$ cat src/rtl/int_rs_age_pkg.sv
// Shared types and default sizing for the age-ordered integer reservation station.
// Holds the tag/payload widths, the stored entry layout and the default depth and
// CDB port count that the top and its interface pick up unless overridden.
package int_rs_age_pkg;

  localparam int DEF_RS_DEPTH  = 8;
  localparam int DEF_CDB_WIDTH = 2;
  localparam int PRF_IDX_W     = 6;
  localparam int PAYLOAD_W     = 64;

  typedef logic [PRF_IDX_W-1:0] prf_idx_t;
  typedef logic [PAYLOAD_W-1:0] payload_t;

  // One reservation-station slot; payload is carried through untouched
  typedef struct packed {
    logic     valid;
    prf_idx_t rs1_phy;
    logic     rs1_rdy;
    prf_idx_t rs2_phy;
    logic     rs2_rdy;
    payload_t payload;
  } rs_entry_t;

endpackage

$ cat src/rtl/int_rs_age_if.sv
// Dispatch, CDB wakeup and issue signals of the integer reservation station.
// master: the pipeline side (dispatch, CDB broadcasters, FU); slave: the RS itself.
interface int_rs_age_if import int_rs_age_pkg::*; #(
  parameter int CDB_WIDTH = DEF_CDB_WIDTH
);

  logic                          in_valid;
  logic                          in_ready;
  prf_idx_t                      in_rs1_phy;
  logic                          in_rs1_rdy;
  prf_idx_t                      in_rs2_phy;
  logic                          in_rs2_rdy;
  payload_t                      in_payload;

  logic [CDB_WIDTH-1:0]          cdb_valid;
  logic [CDB_WIDTH*PRF_IDX_W-1:0] cdb_rd_phy;

  logic                          issue_valid;
  logic                          issue_ready;
  prf_idx_t                      issue_rs1_phy;
  prf_idx_t                      issue_rs2_phy;
  payload_t                      issue_payload;

  modport master (
    output in_valid, in_rs1_phy, in_rs1_rdy, in_rs2_phy, in_rs2_rdy, in_payload,
    output cdb_valid, cdb_rd_phy, issue_ready,
    input  in_ready, issue_valid, issue_rs1_phy, issue_rs2_phy, issue_payload
  );

  modport slave (
    input  in_valid, in_rs1_phy, in_rs1_rdy, in_rs2_phy, in_rs2_rdy, in_payload,
    input  cdb_valid, cdb_rd_phy, issue_ready,
    output in_ready, issue_valid, issue_rs1_phy, issue_rs2_phy, issue_payload
  );

endinterface

$ cat src/rtl/int_rs_age_age_matrix.sv
// Age matrix for the reservation station: older_q[i][j] set means entry j was
// allocated before entry i. The grant goes to the requester that has no older
// requester, which is unique because live entries are totally ordered.
module rs_age_matrix #(
  parameter int DEPTH = 8
) (
  input  logic             clk,
  input  logic             rst,
  input  logic             clear_i,
  input  logic [DEPTH-1:0] alloc_onehot_i,
  input  logic [DEPTH-1:0] free_onehot_i,
  input  logic [DEPTH-1:0] valid_i,
  input  logic [DEPTH-1:0] request_i,
  output logic [DEPTH-1:0] grant_onehot_o
);

  logic [DEPTH-1:0] older_q [DEPTH];
  logic [DEPTH-1:0] older_d [DEPTH];

  // Next ordering: freed rows/columns drop out, a new entry is younger than every survivor
  always_comb begin
    for (int i = 0; i < DEPTH; i++) begin
      for (int j = 0; j < DEPTH; j++) begin
        older_d[i][j] = older_q[i][j];
        if (clear_i || free_onehot_i[i] || free_onehot_i[j]) begin
          older_d[i][j] = 1'b0;
        end else if (alloc_onehot_i[i]) begin
          older_d[i][j] = valid_i[j] && (i != j);
        end else if (alloc_onehot_i[j]) begin
          older_d[i][j] = 1'b0;
        end
      end
    end
  end

  // Oldest-first grant among the requesting entries
  always_comb begin
    for (int i = 0; i < DEPTH; i++) begin
      grant_onehot_o[i] = request_i[i] && ((request_i & older_q[i]) == '0);
    end
  end

  // Ordering state
  always_ff @(posedge clk) begin
    if (rst) begin
      for (int i = 0; i < DEPTH; i++) older_q[i] <= '0;
    end else begin
      older_q <= older_d;
    end
  end

endmodule

$ cat src/rtl/int_rs_age.sv
// Integer reservation station with age-ordered select and multi-port CDB wakeup.
// Entries are written into the lowest free slot; issue order comes from the age
// matrix, so slot reuse never changes which uop goes first.
// Optional build macro INT_RS_CDB_BYPASS_EN: select also sees this cycle's CDB
// matches, letting a stored uop issue in the same cycle its last operand is broadcast.
module int_rs_age import int_rs_age_pkg::*; #(
  parameter int RS_DEPTH  = DEF_RS_DEPTH,
  parameter int CDB_WIDTH = DEF_CDB_WIDTH
) (
  input  logic                         clk,
  input  logic                         rst,
  input  logic                         flush,
  int_rs_age_if.slave                  bus,
  output logic [$clog2(RS_DEPTH+1)-1:0] occupancy
);

  localparam int OCC_W = $clog2(RS_DEPTH+1);

  rs_entry_t entries_q [RS_DEPTH];
  rs_entry_t entries_d [RS_DEPTH];

  logic [RS_DEPTH-1:0] validVec;
  logic [RS_DEPTH-1:0] rs1RdyVec;
  logic [RS_DEPTH-1:0] rs2RdyVec;
  logic [RS_DEPTH-1:0] rs1Match;
  logic [RS_DEPTH-1:0] rs2Match;
  logic [RS_DEPTH-1:0] eligible;
  logic [RS_DEPTH-1:0] grant;
  logic [RS_DEPTH-1:0] allocOh;
  logic [RS_DEPTH-1:0] freeOh;
  logic                inReady;
  logic                dispatch;
  logic                issueValid;
  logic                issueFire;
  logic                inRs1Hit;
  logic                inRs2Hit;
  logic                slotFound;

  function automatic logic cdbHit(input logic [CDB_WIDTH-1:0] v,
                                  input logic [CDB_WIDTH*PRF_IDX_W-1:0] tags,
                                  input prf_idx_t tag);
    logic hit;
    hit = 1'b0;
    for (int p = 0; p < CDB_WIDTH; p++) begin
      if (v[p] && (tags[p*PRF_IDX_W +: PRF_IDX_W] == tag)) hit = 1'b1;
    end
    return hit;
  endfunction

  // Per-entry status vectors and CDB tag comparators
  always_comb begin
    for (int k = 0; k < RS_DEPTH; k++) begin
      validVec[k]  = entries_q[k].valid;
      rs1RdyVec[k] = entries_q[k].rs1_rdy;
      rs2RdyVec[k] = entries_q[k].rs2_rdy;
      rs1Match[k]  = cdbHit(bus.cdb_valid, bus.cdb_rd_phy, entries_q[k].rs1_phy);
      rs2Match[k]  = cdbHit(bus.cdb_valid, bus.cdb_rd_phy, entries_q[k].rs2_phy);
    end
    inRs1Hit = cdbHit(bus.cdb_valid, bus.cdb_rd_phy, bus.in_rs1_phy);
    inRs2Hit = cdbHit(bus.cdb_valid, bus.cdb_rd_phy, bus.in_rs2_phy);
  end

  // Occupancy is a popcount of stored valid bits, so it never sees this cycle's issue
  always_comb begin
    occupancy = '0;
    for (int k = 0; k < RS_DEPTH; k++) begin
      occupancy = occupancy + OCC_W'(validVec[k]);
    end
  end

  assign inReady      = !rst && (occupancy != OCC_W'(RS_DEPTH));
  assign bus.in_ready = inReady;
  assign dispatch     = bus.in_valid && inReady && !flush;

  // Lowest-index free slot receives the dispatched uop
  always_comb begin
    allocOh   = '0;
    slotFound = 1'b0;
    for (int k = 0; k < RS_DEPTH; k++) begin
      if (!validVec[k] && !slotFound) begin
        allocOh[k] = dispatch;
        slotFound  = 1'b1;
      end
    end
  end

`ifdef INT_RS_CDB_BYPASS_EN
  assign eligible = validVec & (rs1RdyVec | rs1Match) & (rs2RdyVec | rs2Match);
`else
  assign eligible = validVec & rs1RdyVec & rs2RdyVec;
`endif

  rs_age_matrix #(.DEPTH(RS_DEPTH)) uAgeMatrix (
    .clk            (clk),
    .rst            (rst),
    .clear_i        (flush),
    .alloc_onehot_i (allocOh),
    .free_onehot_i  (freeOh),
    .valid_i        (validVec),
    .request_i      (eligible),
    .grant_onehot_o (grant)
  );

  assign issueValid = (|eligible) && !flush;
  assign issueFire  = issueValid && bus.issue_ready;
  assign freeOh     = grant & {RS_DEPTH{issueFire}};

  // Issue mux: AND-OR over the one-hot grant so idle outputs are a clean zero
  always_comb begin
    bus.issue_valid   = issueValid;
    bus.issue_rs1_phy = '0;
    bus.issue_rs2_phy = '0;
    bus.issue_payload = '0;
    for (int k = 0; k < RS_DEPTH; k++) begin
      if (grant[k] && issueValid) begin
        bus.issue_rs1_phy = bus.issue_rs1_phy | entries_q[k].rs1_phy;
        bus.issue_rs2_phy = bus.issue_rs2_phy | entries_q[k].rs2_phy;
        bus.issue_payload = bus.issue_payload | entries_q[k].payload;
      end
    end
  end

  // Entry next-state: flush beats allocate, issue and wakeup
  always_comb begin
    for (int k = 0; k < RS_DEPTH; k++) begin
      entries_d[k] = entries_q[k];
      if (flush) begin
        entries_d[k].valid = 1'b0;
      end else if (allocOh[k]) begin
        entries_d[k].valid   = 1'b1;
        entries_d[k].rs1_phy = bus.in_rs1_phy;
        entries_d[k].rs1_rdy = bus.in_rs1_rdy || inRs1Hit;
        entries_d[k].rs2_phy = bus.in_rs2_phy;
        entries_d[k].rs2_rdy = bus.in_rs2_rdy || inRs2Hit;
        entries_d[k].payload = bus.in_payload;
      end else if (freeOh[k]) begin
        entries_d[k].valid = 1'b0;
      end else if (entries_q[k].valid) begin
        entries_d[k].rs1_rdy = entries_q[k].rs1_rdy || rs1Match[k];
        entries_d[k].rs2_rdy = entries_q[k].rs2_rdy || rs2Match[k];
      end
    end
  end

  // Entry storage
  always_ff @(posedge clk) begin
    if (rst) begin
      for (int k = 0; k < RS_DEPTH; k++) entries_q[k] <= '0;
    end else begin
      entries_q <= entries_d;
    end
  end

endmodule

$ cat src/flat_wrapper.sv
// flat-port wrapper written by rule: the top's interface ports become plain ports
module int_rs_age_flat import int_rs_age_pkg::*;
#(
  parameter int RS_DEPTH  = DEF_RS_DEPTH,
  parameter int CDB_WIDTH = DEF_CDB_WIDTH
)
  (clk, rst, flush, occupancy, bus_in_valid, bus_in_rs1_phy, bus_in_rs1_rdy, bus_in_rs2_phy, bus_in_rs2_rdy, bus_in_payload, bus_cdb_valid, bus_cdb_rd_phy, bus_issue_ready, bus_in_ready, bus_issue_valid, bus_issue_rs1_phy, bus_issue_rs2_phy, bus_issue_payload);
  int_rs_age_if #(.CDB_WIDTH(CDB_WIDTH)) bus_i ();
  input  logic clk;
  input  logic rst;
  input  logic flush;
  output logic [$clog2(RS_DEPTH+1)-1:0] occupancy;
  input wire logic [$bits(bus_i.in_valid)-1:0] bus_in_valid;
  input wire logic [$bits(bus_i.in_rs1_phy)-1:0] bus_in_rs1_phy;
  input wire logic [$bits(bus_i.in_rs1_rdy)-1:0] bus_in_rs1_rdy;
  input wire logic [$bits(bus_i.in_rs2_phy)-1:0] bus_in_rs2_phy;
  input wire logic [$bits(bus_i.in_rs2_rdy)-1:0] bus_in_rs2_rdy;
  input wire logic [$bits(bus_i.in_payload)-1:0] bus_in_payload;
  input wire logic [$bits(bus_i.cdb_valid)-1:0] bus_cdb_valid;
  input wire logic [$bits(bus_i.cdb_rd_phy)-1:0] bus_cdb_rd_phy;
  input wire logic [$bits(bus_i.issue_ready)-1:0] bus_issue_ready;
  output wire logic [$bits(bus_i.in_ready)-1:0] bus_in_ready;
  output wire logic [$bits(bus_i.issue_valid)-1:0] bus_issue_valid;
  output wire logic [$bits(bus_i.issue_rs1_phy)-1:0] bus_issue_rs1_phy;
  output wire logic [$bits(bus_i.issue_rs2_phy)-1:0] bus_issue_rs2_phy;
  output wire logic [$bits(bus_i.issue_payload)-1:0] bus_issue_payload;
  assign bus_i.in_valid = bus_in_valid;
  assign bus_i.in_rs1_phy = bus_in_rs1_phy;
  assign bus_i.in_rs1_rdy = bus_in_rs1_rdy;
  assign bus_i.in_rs2_phy = bus_in_rs2_phy;
  assign bus_i.in_rs2_rdy = bus_in_rs2_rdy;
  assign bus_i.in_payload = bus_in_payload;
  assign bus_i.cdb_valid = bus_cdb_valid;
  assign bus_i.cdb_rd_phy = bus_cdb_rd_phy;
  assign bus_i.issue_ready = bus_issue_ready;
  assign bus_in_ready = bus_i.in_ready;
  assign bus_issue_valid = bus_i.issue_valid;
  assign bus_issue_rs1_phy = bus_i.issue_rs1_phy;
  assign bus_issue_rs2_phy = bus_i.issue_rs2_phy;
  assign bus_issue_payload = bus_i.issue_payload;
  int_rs_age #(.RS_DEPTH(RS_DEPTH), .CDB_WIDTH(CDB_WIDTH)) u_core (.clk(clk), .rst(rst), .flush(flush), .bus(bus_i), .occupancy(occupancy));
endmodule
$ cat config.mk
export PLATFORM = sky130hd
export DESIGN_NAME = int_rs_age_flat
export DESIGN_NICKNAME = d
export VERILOG_FILES = /design/src/rtl/int_rs_age_pkg.sv /design/src/rtl/int_rs_age_if.sv /design/src/rtl/int_rs_age_age_matrix.sv /design/src/rtl/int_rs_age.sv /design/src/flat_wrapper.sv
export SDC_FILE = /design/constraint.sdc
export NUM_CORES = 2
export LEC_CHECK = 0
export BUFFER_PORTS_ARGS = -buffer_cell sky130_fd_sc_hd__buf_2
export CAP_MARGIN = 20
export CORE_MARGIN = 3
export CORE_UTILIZATION = 42
export DETAILED_ROUTE_END_ITERATION = 6
export HOLD_SLACK_MARGIN = 0.08
export PLACE_DENSITY = 0.65
export SLEW_MARGIN = 5
export SYNTH_ARGS = -nofsm -noshare
export SYNTH_HDL_FRONTEND = slang
export SYNTH_SLANG_ARGS = --single-unit
$ cat constraint.sdc
create_clock -name clk -period 6 [get_ports clk]
set_input_delay 0.3 -clock clk [delete_from_list [all_inputs] [get_ports clk]]
set_output_delay 0.3 -clock clk [all_outputs]
set_load 0.03 [all_outputs]
==> reports/results.ini <==
[synthesis]
ys_types=56
ys_seq_area_share_pct=44.3
ys.flop_type=dfxtp_1
synth-warning-count=0
synth_edf_count=0
avgSynthCellArea_um2=7.71
syn_nets=4140
synth-seq-cells=688
synthCells=4034
synthArstFlopShare_pct=0
synth_area_um2=31100

[hold_path]
min_to=u_core.entries_q[546]
hold_path_depth=3
min_path_type=input pin to flip-flop
min-delay-start=bus_in_rs1_phy[0]

[setup_path]
timing.critical_path.mode_cell=fa_1
cp_cell_sequence=inv_1, ha_1, fa_1, fa_1, fa_1, inv_1, fa_1, nor2b_1, o2111ai_1, nand3_2, or3_4, buf_4, nand2_1, a21oi_1
worstPathArrival_ns=5.73
rr_worst_depth=14
reg2reg_to=u_core.entries_q[167]
critPathTopFamily=adder cells
max_stage_delay_ns=0.70
r2r-start=u_core.entries_q[552]
r2r_slack_ns=0.79
worstSetupPathType=flip-flop to flip-flop
cp-end-kind=flip-flop
critPathLaunchType=flip-flop
worstPathRequired_ns=6.52
path_buf_inv=3
worstPathMaxFanout=34
crit_slowest_cell=dfxtp_1

[clock_tree]
cts_tree=done
clock_path_buffers=3
clkSinkCount=688
post-cts-setup-buffers=0
cts_root_buffer=clkbuf_16
cts_buffers=72
cts_max_level=3
clock_latency_ns=0.62
path_clk_slew_ns=0.06

[sta]
relSlewSlack_pct=25.1
finalHoldViolations=0
hold_slack_ns=0.0973
setup_violations=0
worst_pin_slew_ns=1.11
setup_tns_ns=0
fin_crit_ns=5.21
layout_setup_ws_ns=0.792
rsz0062_at_grt=no
drv_slew=0
fin_worst_skew_ns=0.0242
fmax_mhz=192
fin_crit_sh_pct=86.8

[power_and_ir_drop]
ir_drop_mv=0.198
leakage_nw=11.9
p_per_area_nw_per_um2=272

[placement]
io_buffers=178
place_ws_ns=0.897
place_congestion=0.890
place_hpwl_um=62100
dpl_cell_area_um2=32200

[floorplan]
die_w_um=278
initial_core_util_pct=42.5
fp.dieArea_um2=77300
core_area_um2=73100
io_pins=179
die_y_um=278
rows=99

[global_route]
overflow=0
grt_first_pass_wirelength_um=167000
grt_max_degree=148
antenna_found_initial=6
grt_pass1_vias=27665
grt_util_all_layers_pct=27.1

[layout]
final_nets=4122
stdcell_area_um2=35300
utilization_pct=48.3
layout-drive-gt1-share_pct=9.45
fill_cells=7133
syn2layout_area_growth_pct=13.6

[routing]
wl_per_cell_um=21.6
vias=29338
avgViaCountPerCell=5.83
dr.pass1.iters=5
ant_nets=0
drt-total-wl_um=109000
initialDrtViolationCount=3464
drc=0

[run_status]
status=finished clean

[run]
maxCapViolCount=0

cell families after synthesis:
family	Yosys count	share of synthesized area (%)
DFF	688	44.3
adders and majority gates	9	0.459
AOI/OAI and AO/OA	1112	22.1
xor gates and xnor gates	217	6.11
and+or+nand+nor	1577	21.1
buffers and inverters	431	5.88
metal layers:
metal	GRT usage, %	vias to the layer above	share of wire [%]
met4	10.8	4	3.3
li1	-	13757	-
met5	0	-	0.025
met3	4.40	238	8.4
met2	43.0	1319	45
met1	37.1	14020	43
cells in the final DEF (no fill, tap or decap), drive strengths merged, types with 8 or more instances in the layout:
| cell | n |
|---|---|
| nand2 | 1245 |
| nand4 | 81 |
| xnor2 | 108 |
| inv | 19 |
| and3 | 11 |
| nor4 | 34 |
| dlygate4sd3 | 75 |
| nor3 | 30 |
| or4 | 8 |
| clkinv | 10 |
| nor2 | 57 |
| buf | 250 |
| a21oi | 644 |
| xor2 | 109 |
| dfxtp | 688 |
| a211oi | 18 |
| a2111oi | 9 |
| a22oi | 110 |
| a221oi | 52 |
| nand3 | 78 |
| a22o | 162 |
| clkbuf | 112 |
| o21ai | 92 |
sequential cells by signal, indices dropped and copies added, names as in the netlist:
signal / cells
u_core.entries_q: 632
u_core.uAgeMatrix.older_q: 56
stage by stage:
step                      instances  total power, mW
final                          5035             9.60
after global routing           5033             9.87
after CTS                      5031             9.64
after detailed placement       4826             5.08
after global placement         4826             5.08
after floorplan                4034             4.97
synthesized netlist by cell type, drive strengths merged (3+ instances only):
library cell	count	area share, %
ha	5	0.20
a2111oi	9	0.50
a221oi	52	1.5
nor2b	5	0.10
xnor2	108	3.0
nand3	78	1.3
nor2	57	0.70
nor3b	3	0.089
a22oi	110	2.7
a21oi	644	10
inv	14	0.17
nand2b	4	0.080
o31ai	3	0.072
and2	4	0.080
a211oi	18	0.43
nand4	81	1.6
fa	4	0.26
nand2	1245	15
clkbuf	261	3.2
o41ai	5	0.14
and3	11	0.22
or4	8	0.19
dfxtp	688	44
xor2	109	3.1
o21ai	92	1.5
a22o	162	4.6
nor4	34	0.68
or3	6	0.12
nor3	30	0.62
buf	156	2.6
timing repair:
| action | 4_1_cts | 5_1_grt |
|---|---|---|
| hold buffers | 75 | 0 |
| hold endpoints to repair | 589 | 0 |
| gates resized for setup | 0 | 0 |
where the power goes:
part / switching, mW / internal, mW
Clock: 1.93 / 2.64
Sequential: 0.0162 / 4.59
Combinational: 0.297 / 0.133
worst max-delay path by stage:
stage / startpoint / end / cells past startpoint
6_report: u_core.entries_q[552] / u_core.entries_q[167] / 14
5_1_grt: u_core.entries_q[552] / u_core.entries_q[167] / 14
4_1_cts: u_core.entries_q[552] / u_core.entries_q[167] / 14
3_5_place_dp: u_core.entries_q[552] / u_core.entries_q[167] / 14
3_3_place_gp: u_core.entries_q[552] / u_core.uAgeMatrix.older_q[16] / 14
2_1_floorplan: u_core.entries_q[552] / u_core.entries_q[481] / 16
worst min-delay path, stage by stage:
cell and delay, ns:
buf_2 0.21, nand2_1 0.10, a21oi_1 0.05
layout make-up:
type | instances | area, um^2 | area share, %
flip-flops and latches | 688 | 13800 | 39.0
repair buffers | 325 | 2300 | 6.53
multi-input cells | 2915 | 15600 | 44.1
clock inverters | 18 | 220 | 0.624
inverters | 14 | 52.6 | 0.149
diodes | 4 | 10.0 | 0.0283
clock buffers | 112 | 2170 | 6.16
well taps | 959 | 1200 | 3.40
Power figures use the tool's default switching activity.
